<file path="src/rtl/gpio_sel_regs.sv">
// Wishbone register bank for the 38 GPIO output-mux source selects.
// Shadow selects are written by software and copied to the active map atomically on COMMIT; LOCK freezes the map.
module gpio_sel_regs #(
    parameter logic [31:0] BASE_ADDR = 32'h3000_0000,
    parameter int unsigned NUM_SRC   = 13
) (
    input  logic        clk,
    input  logic        rst,
    input  logic        wbs_cyc_i,
    input  logic        wbs_stb_i,
    input  logic        wbs_we_i,
    input  logic [3:0]  wbs_sel_i,
    input  logic [31:0] wbs_adr_i,
    input  logic [31:0] wbs_dat_i,
    output logic        wbs_ack_o,
    output logic [31:0] wbs_dat_o,
    output logic [3:0]  pin_0to7_sel   [7:0],
    output logic [3:0]  pin_8to15_sel  [7:0],
    output logic [3:0]  pin_16to23_sel [7:0],
    output logic [3:0]  pin_24to31_sel [7:0],
    output logic [3:0]  pin_32to37_sel [5:0],
    output logic        cfg_pending,
    output logic        cfg_locked
);

    localparam int unsigned NUM_WORDS = 5;
    localparam logic [4:0]  NUM_SRC_W = NUM_SRC[4:0];

    // An out-of-range source would steer a pad to an undefined mux input, so it collapses to source 0.
    function automatic logic [7:0] clean_byte(input logic [7:0] b);
        logic [7:0] r;
        if ({1'b0, b[3:0]} >= NUM_SRC_W) r[3:0] = 4'h0;
        else                             r[3:0] = b[3:0];
        if ({1'b0, b[7:4]} >= NUM_SRC_W) r[7:4] = 4'h0;
        else                             r[7:4] = b[7:4];
        return r;
    endfunction

    logic [31:0] shadow_r     [NUM_WORDS];
    logic [31:0] active_r     [NUM_WORDS];
    logic [31:0] shadow_nxt_s [NUM_WORDS];
    logic        lock_r;
    logic        ack_r;
    logic [31:0] dat_r;
    logic        hit_s;
    logic        sel_wr_s;
    logic        ctrl_wr_s;
    logic        commit_s;
    logic        lock_set_s;
    logic        pending_s;
    logic [2:0]  word_s;
    logic [31:0] rdata_s;
    logic        unused_s;

    // Decode of the current bus request
    always_comb begin
        word_s     = wbs_adr_i[4:2];
        hit_s      = wbs_cyc_i & wbs_stb_i & ~ack_r & (wbs_adr_i[31:5] == BASE_ADDR[31:5]);
        sel_wr_s   = hit_s & wbs_we_i & ~lock_r & (word_s < 3'd5);
        ctrl_wr_s  = hit_s & wbs_we_i & (word_s == 3'd5) & wbs_sel_i[0];
        commit_s   = ctrl_wr_s & wbs_dat_i[0] & ~lock_r;
        lock_set_s = ctrl_wr_s & wbs_dat_i[1];
    end

    // Shadow vs active difference
    always_comb begin
        pending_s = 1'b0;
        for (int w = 0; w < NUM_WORDS; w++) begin
            if (shadow_r[w] != active_r[w]) pending_s = 1'b1;
            else                            pending_s = pending_s;
        end
    end

    // Read data mux
    always_comb begin
        rdata_s = 32'h0000_0000;
        case (word_s)
            3'd0:    rdata_s = shadow_r[0];
            3'd1:    rdata_s = shadow_r[1];
            3'd2:    rdata_s = shadow_r[2];
            3'd3:    rdata_s = shadow_r[3];
            3'd4:    rdata_s = shadow_r[4];
            3'd5:    rdata_s = {29'h0000_0000, pending_s, lock_r, 1'b0};
            default: rdata_s = 32'h0000_0000;
        endcase
    end

    // Next shadow state with per-byte enables and source sanitising
    always_comb begin
        for (int w = 0; w < NUM_WORDS; w++) begin
            shadow_nxt_s[w] = shadow_r[w];
            for (int b = 0; b < 4; b++) begin
                if (sel_wr_s && (word_s == 3'(w)) && wbs_sel_i[b])
                    shadow_nxt_s[w][8*b +: 8] = clean_byte(wbs_dat_i[8*b +: 8]);
                else
                    shadow_nxt_s[w][8*b +: 8] = shadow_r[w][8*b +: 8];
            end
        end
        // Only pins 32-37 exist in the last word
        shadow_nxt_s[4][31:24] = 8'h00;
    end

    // Register bank, lock and bus handshake
    always_ff @(posedge clk) begin
        if (rst) begin
            for (int w = 0; w < NUM_WORDS; w++) begin
                shadow_r[w] <= 32'h0000_0000;
                active_r[w] <= 32'h0000_0000;
            end
            lock_r <= 1'b0;
            ack_r  <= 1'b0;
            dat_r  <= 32'h0000_0000;
        end else begin
            for (int w = 0; w < NUM_WORDS; w++) begin
                shadow_r[w] <= shadow_nxt_s[w];
                if (commit_s) active_r[w] <= shadow_r[w];
                else          active_r[w] <= active_r[w];
            end
            lock_r <= lock_r | lock_set_s;
            ack_r  <= hit_s;
            dat_r  <= hit_s ? rdata_s : 32'h0000_0000;
        end
    end

    for (genvar g = 0; g < 8; g++) begin : g_pin_bank
        assign pin_0to7_sel[g]   = active_r[0][4*g +: 4];
        assign pin_8to15_sel[g]  = active_r[1][4*g +: 4];
        assign pin_16to23_sel[g] = active_r[2][4*g +: 4];
        assign pin_24to31_sel[g] = active_r[3][4*g +: 4];
    end
    for (genvar g = 0; g < 6; g++) begin : g_pin_hi
        assign pin_32to37_sel[g] = active_r[4][4*g +: 4];
    end

    assign wbs_ack_o   = ack_r;
    assign wbs_dat_o   = dat_r;
    assign cfg_pending = pending_s;
    assign cfg_locked  = lock_r;
    assign unused_s    = ^{wbs_adr_i[1:0], active_r[4][31:24]};

endmodule

</file>
<file path="config.mk">
export PLATFORM = sky130hd
export DESIGN_NAME = gpio_sel_regs
export DESIGN_NICKNAME = d
export VERILOG_FILES = /design/src/rtl/gpio_sel_regs.sv
export SDC_FILE = /design/constraint.sdc
export NUM_CORES = 1
export LEC_CHECK = 0
export CAP_MARGIN = 20
export CORE_MARGIN = 4
export CORE_UTILIZATION = 53
export DETAILED_ROUTE_END_ITERATION = 8
export PLACE_DENSITY = 0.8
export RECOVER_POWER = 100
export SLEW_MARGIN = 20
export SYNTH_ARGS = -nofsm -noshare
export SYNTH_HDL_FRONTEND = slang
export SYNTH_SLANG_ARGS = --single-unit
</file>
<file path="constraint.sdc">
create_clock -name clk -period 5.7 [get_ports clk]
set_input_delay 1.71 -clock clk [delete_from_list [all_inputs] [get_ports clk]]
set_output_delay 1.71 -clock clk [all_outputs]
set_load 0.01 [all_outputs]
</file>
* Word-level counts from Yosys, hierarchy flattened
Memory sizes are Yosys's and may differ from the RTL's.
Cells that the tools add are included.
** Storage, ports and cells
- Memories :: 2
- Output and inout bits :: 187
- Bits in writable memories :: 320
- Register bits :: 34
- Input port bits :: 73
- Word-level logic and storage cells :: 138
** Cells by class
- Bitwise operators :: 30
- Equality and inequality tests :: 11
- Muxes and demuxes :: 57
- Reduce and logical (&&, ||, !) cells :: 26
- Magnitude comparators :: 9
** Memory list
- active_r :: depth 5, bits a word 32, rd ports 5, clocked after memory_dff 0, wr ports 5, line 40 : logic [31:0] active_r [NUM_WORDS];
- shadow_r :: depth 5, bits a word 32, rd ports 5, clocked after memory_dff 0, wr ports 5, line 39 : logic [31:0] shadow_r [NUM_WORDS];
** Operators with widths (number)
- two-way mux 32 bit :: 15
- one-hot mux 32 bit (6 select lines) :: 1
- inequality test 32 bit :: 5
- two-way mux 8 bit :: 19
- greater-or-equal comparator 4 bit, second input constant :: 8
- two-way mux 4 bit :: 8
- equality test 27 x 25 -> 1 bit, second input constant :: 1
- logical AND 1 bit :: 24
- bitwise OR 1 bit :: 16
- two-way mux 1 bit :: 14
- AND 1 bit :: 11
- equality test 3 x 2 -> 1 bit, second input constant :: 2
- equality test 3 bit, second input constant :: 2
- equality test 3 x 1 -> 1 bit, second input constant :: 1
- logical NOT 3 bit :: 1
- less-than comparator 3 bit, second input constant :: 1
- NOT 1 bit :: 3
- OR reduction 2 bit :: 1

* Depth between registers and ports, before layout
- Depth in word-level cells :: 13
- Depth in mapped cells :: 7
- Gate-level depth less buffers :: 6

* Worst setup path after synthesis
No wires, ideal clock.
- Path type :: input -> register
- Start point :: input port wbs_adr_i[27]
- End point :: memory active_r[0][0], enable pin
- Data required time :: 5.243 ns
- Setup slack :: 0.662 ns
- Stages on the path :: 4
- Arrival time :: 4.581 ns
- Path through :: nor4bb_1 -> nand4_1 -> nor4_1 -> a31o_2
** RTL lines
- from (decl) :: line 13 : input logic [31:0] wbs_adr_i,
- to (decl) :: line 40

==> impl_metrics.tcl <==
set metrics [dict create \
    hold_class "reg2reg" \
    yosys.area.top_type "edfxtp_1" \
    syn-cell-area_sq_mm 0.0151 \
    grt_use_total_pct 29.4 \
    synth_compound_area_share_pct 4.33 \
    synth_top_family_by_area "simple AND/OR/NAND/NOR gates" \
    cp_top_family "buffers and inverters" \
    postCtsSetupRepairBufs 0 \
    cp-startpoint "wbs_adr_i[3]" \
    syn_nets 1371 \
    period_share_pct 90.0 \
    period_minus_slack_ps 5130 \
    cp_num_buf_inv 4 \
    ys_seq_area_share_pct 54.8 \
    htree_levels 2 \
    synth_most_common_cell "dfxtp_1" \
    required_ps 5830 \
    async_reset_ff_share_pct 0 \
    final_layout_size_suffix_gt1_share_pct 5.57 \
    leakagePower_uw 0.00982 \
    path_max_fanout 39 \
    ys.flop_type "dfxtp_1" \
    drc 0 \
    initial_core_util_pct 54.1 \
    finish.utilization_pct 67.9 \
    relSlewSlack_pct -55.5 \
    wl_per_cell_microns 23.9 \
    hold_viol 0 \
    syn_inst 1298 \
    fin_setup_tns_ps 0 \
    critPathLaunchType "primary input" \
    yosysUniqueCellTypes 42 \
    rsz0062_at_grt "no" \
    yosysWarnings 0 \
    reg2reg_from "wbs_ack_o" \
    critPathArrivalTime_ps 5260 \
    r2r_cells 8 \
    cts_buffers 36 \
    numPortBuffers 257 \
    slowest_delay_ps 860 \
    grt_max_degree 88 \
    synthMuxAreaShare_pct 12.1 \
    yosys-top-cells-area "edfxtp_1 (30%), dfxtp_1 (25%), mux2i_1 (11%)" \
    die_h_microns 177 \
    diodes 0 \
    skew_ps 10.7 \
    yosys.area_share.xor_xnor_pct 8.81 \
    syn_area_per_cell_sq_um 11.6 \
    ctsHoldBuffers 0 \
    cp.depth 8 \
    routabilityCongestion 0.954 \
    dr.pass1.iters 6 \
    fill_cells 2124 \
    rrSetupSlack_ps 2600 \
    cts_sinks 338 \
    cts.clk_slew.worst_paths_ps 60 \
    setup_ws_ps 569 \
    io_pins 260 \
    run_status "finished, violations left" \
    worstPathCellList "dlygate4sd3_1 > buf_4 > nor2b_1 > clkbuf_1 > nand3_1 > nor4_1 > a31o_4 > clkbuf_2" \
    worstSkewPairLatency_ps 520 \
    fmax_mhz 195 \
    cts_tree "built" \
    grt_antenna_before_repair 0 \
    r2r_end "shadow_r[0][39]" \
    vdd_drop_max_uv 223 \
    violations "max-capacitance violations, max-slew violations" \
    fp.coreArea_sq_mm 0.0279 \
    drtIter0Drc 1405 \
    yosys.area_share.adder_pct 0 \
    finalSetupViolations 0 \
    worst_pin_slew_ps 2330 \
    rows 61 \
    grt_pass1_vias 11400 \
    wirelength_mm 47.3 \
    dp_hpwl_mm 34.2 \
    final_nets 1645 \
    area_growth_syn_to_layout_pct 25.4 \
    p_total_uw 5130 \
    grt_pass1_wl_mm 69.2 \
    yosysTopAreaCellShare_pct 30.2 \
    root_buffer "clkbuf_16" \
    die_x_microns 177 \
    ys_ff_latch 338 \
    multi_input_area_sq_mm 0.00577 \
    die_area_sq_mm 0.0313 \
    cp-end-kind "flop" \
    synth_edf_count 152 \
    timing.hold.ws_ps 514 \
    critPathSlowestCell "clkbuf_2" \
    cap_violations 2 \
    crit_type "in2reg" \
    ant_nets 0 \
    dp_slack_ps 1260 \
    num_vias 11400 \
    synth_commonest_cells "dfxtp_1 (186), mux2i_1 (163), inv_1 (155), nand2b_1 (155), edfxtp_1 (152)" \
    register_area_sq_mm 0.00829 \
    maxSlewViolCount 152 \
    critical_path.endpoint "active_r[2][8]" \
    vias_per_cell 5.76 \
    cts_buffer_depth 3 \
    power.density_mw_per_mm2 270 \
    cts-resized-gates 0 \
    yosys.area_share.simple_pct 14.5 \
    overflow 0 \
]
[cell usage in the layout, fill, tap and decap left out, drive strengths merged, types with 37 or more instances in the layout]
cell type,n
clkbuf,72
clkdlybuf4s50,67
dfxtp,186
dlygate4sd3,189
edfxtp,152
inv,156
mux2i,163
nand2,48
nand2b,155
nor2,37
nor4,44
xor2,144
[routing by layer]
metal | vias up | part of all wire [%] | GRT usage (%)
met5 | - | 0 | 0
met4 | 0 | 4.1 | 10.4
met3 | 125 | 9.6 | 4.55
met2 | 695 | 47 | 48.9
met1 | 5568 | 39 | 39.3
li1 | 4987 | - | -
[report_power, final]
| part | switching, uW | leakage, uW | total, uW | internal, uW |
|---|---|---|---|---|
| registers | 35.8 | 0.00306 | 2600 | 2570 |
| clock network | 916 | 0.000521 | 2180 | 1270 |
| logic | 192 | 0.00623 | 342 | 149 |
| total | 1140 | 0.00982 | 5130 | 3980 |
[through the flow]
| step | std cells | area (sq um) |
|---|---|---|
| final | 1976 | 19000 |
| after global routing | 1976 | 19000 |
| after CTS | 1976 | 19200 |
| after detailed placement | 1912 | 18200 |
| after global placement | 1912 | 18200 |
| after floorplan | 1298 | 15100 |
[area by class of cell]
class / count / share of cell area [%]
clock inverter: 3 / 0.0660
tap: 378 / 2.50
multi-input combinational: 757 / 30.5
inverter: 156 / 3.09
clock buffer: 61 / 5.62
timing repair buffer: 283 / 14.5
sequential: 338 / 43.7
[flip-flops by register name, indices dropped and copies added, names as in the netlist]
signal      count
wbs_ack_o       1
wbs_dat_o      32
shadow_r      152
cfg_locked      1
active_r      152
[how the worst min path moves through the flow]
stage	start	to	slack, ps	cells past startpoint
after floorplan	shadow_r[0][134]	wbs_dat_o[6]	470	2
after global placement	shadow_r[0][134]	wbs_dat_o[6]	500	2
after detailed placement	shadow_r[0][134]	wbs_dat_o[6]	500	2
after CTS	shadow_r[0][134]	wbs_dat_o[6]	510	2
after global routing	shadow_r[0][134]	wbs_dat_o[6]	540	2
final	shadow_r[0][134]	wbs_dat_o[6]	510	2
[worst reg2reg max path: cells and delay by family, from the launching register on]
family | cells | cell delay [ps]
and+or+nand+nor | 5 | 1630
muxes | 1 | 330
buffers and inverters | 2 | 770
DFF | 1 | 310
[kinds of logic after synthesis]
logic type,Yosys count
buffers and inverters,203
flip-flops,338
AND/OR/NAND/NOR,331
multiplexers,177
AO/OA/AOI/OAI,97
XOR/XNOR,152
No activity file was read; power rests on OpenSTA's default activity.
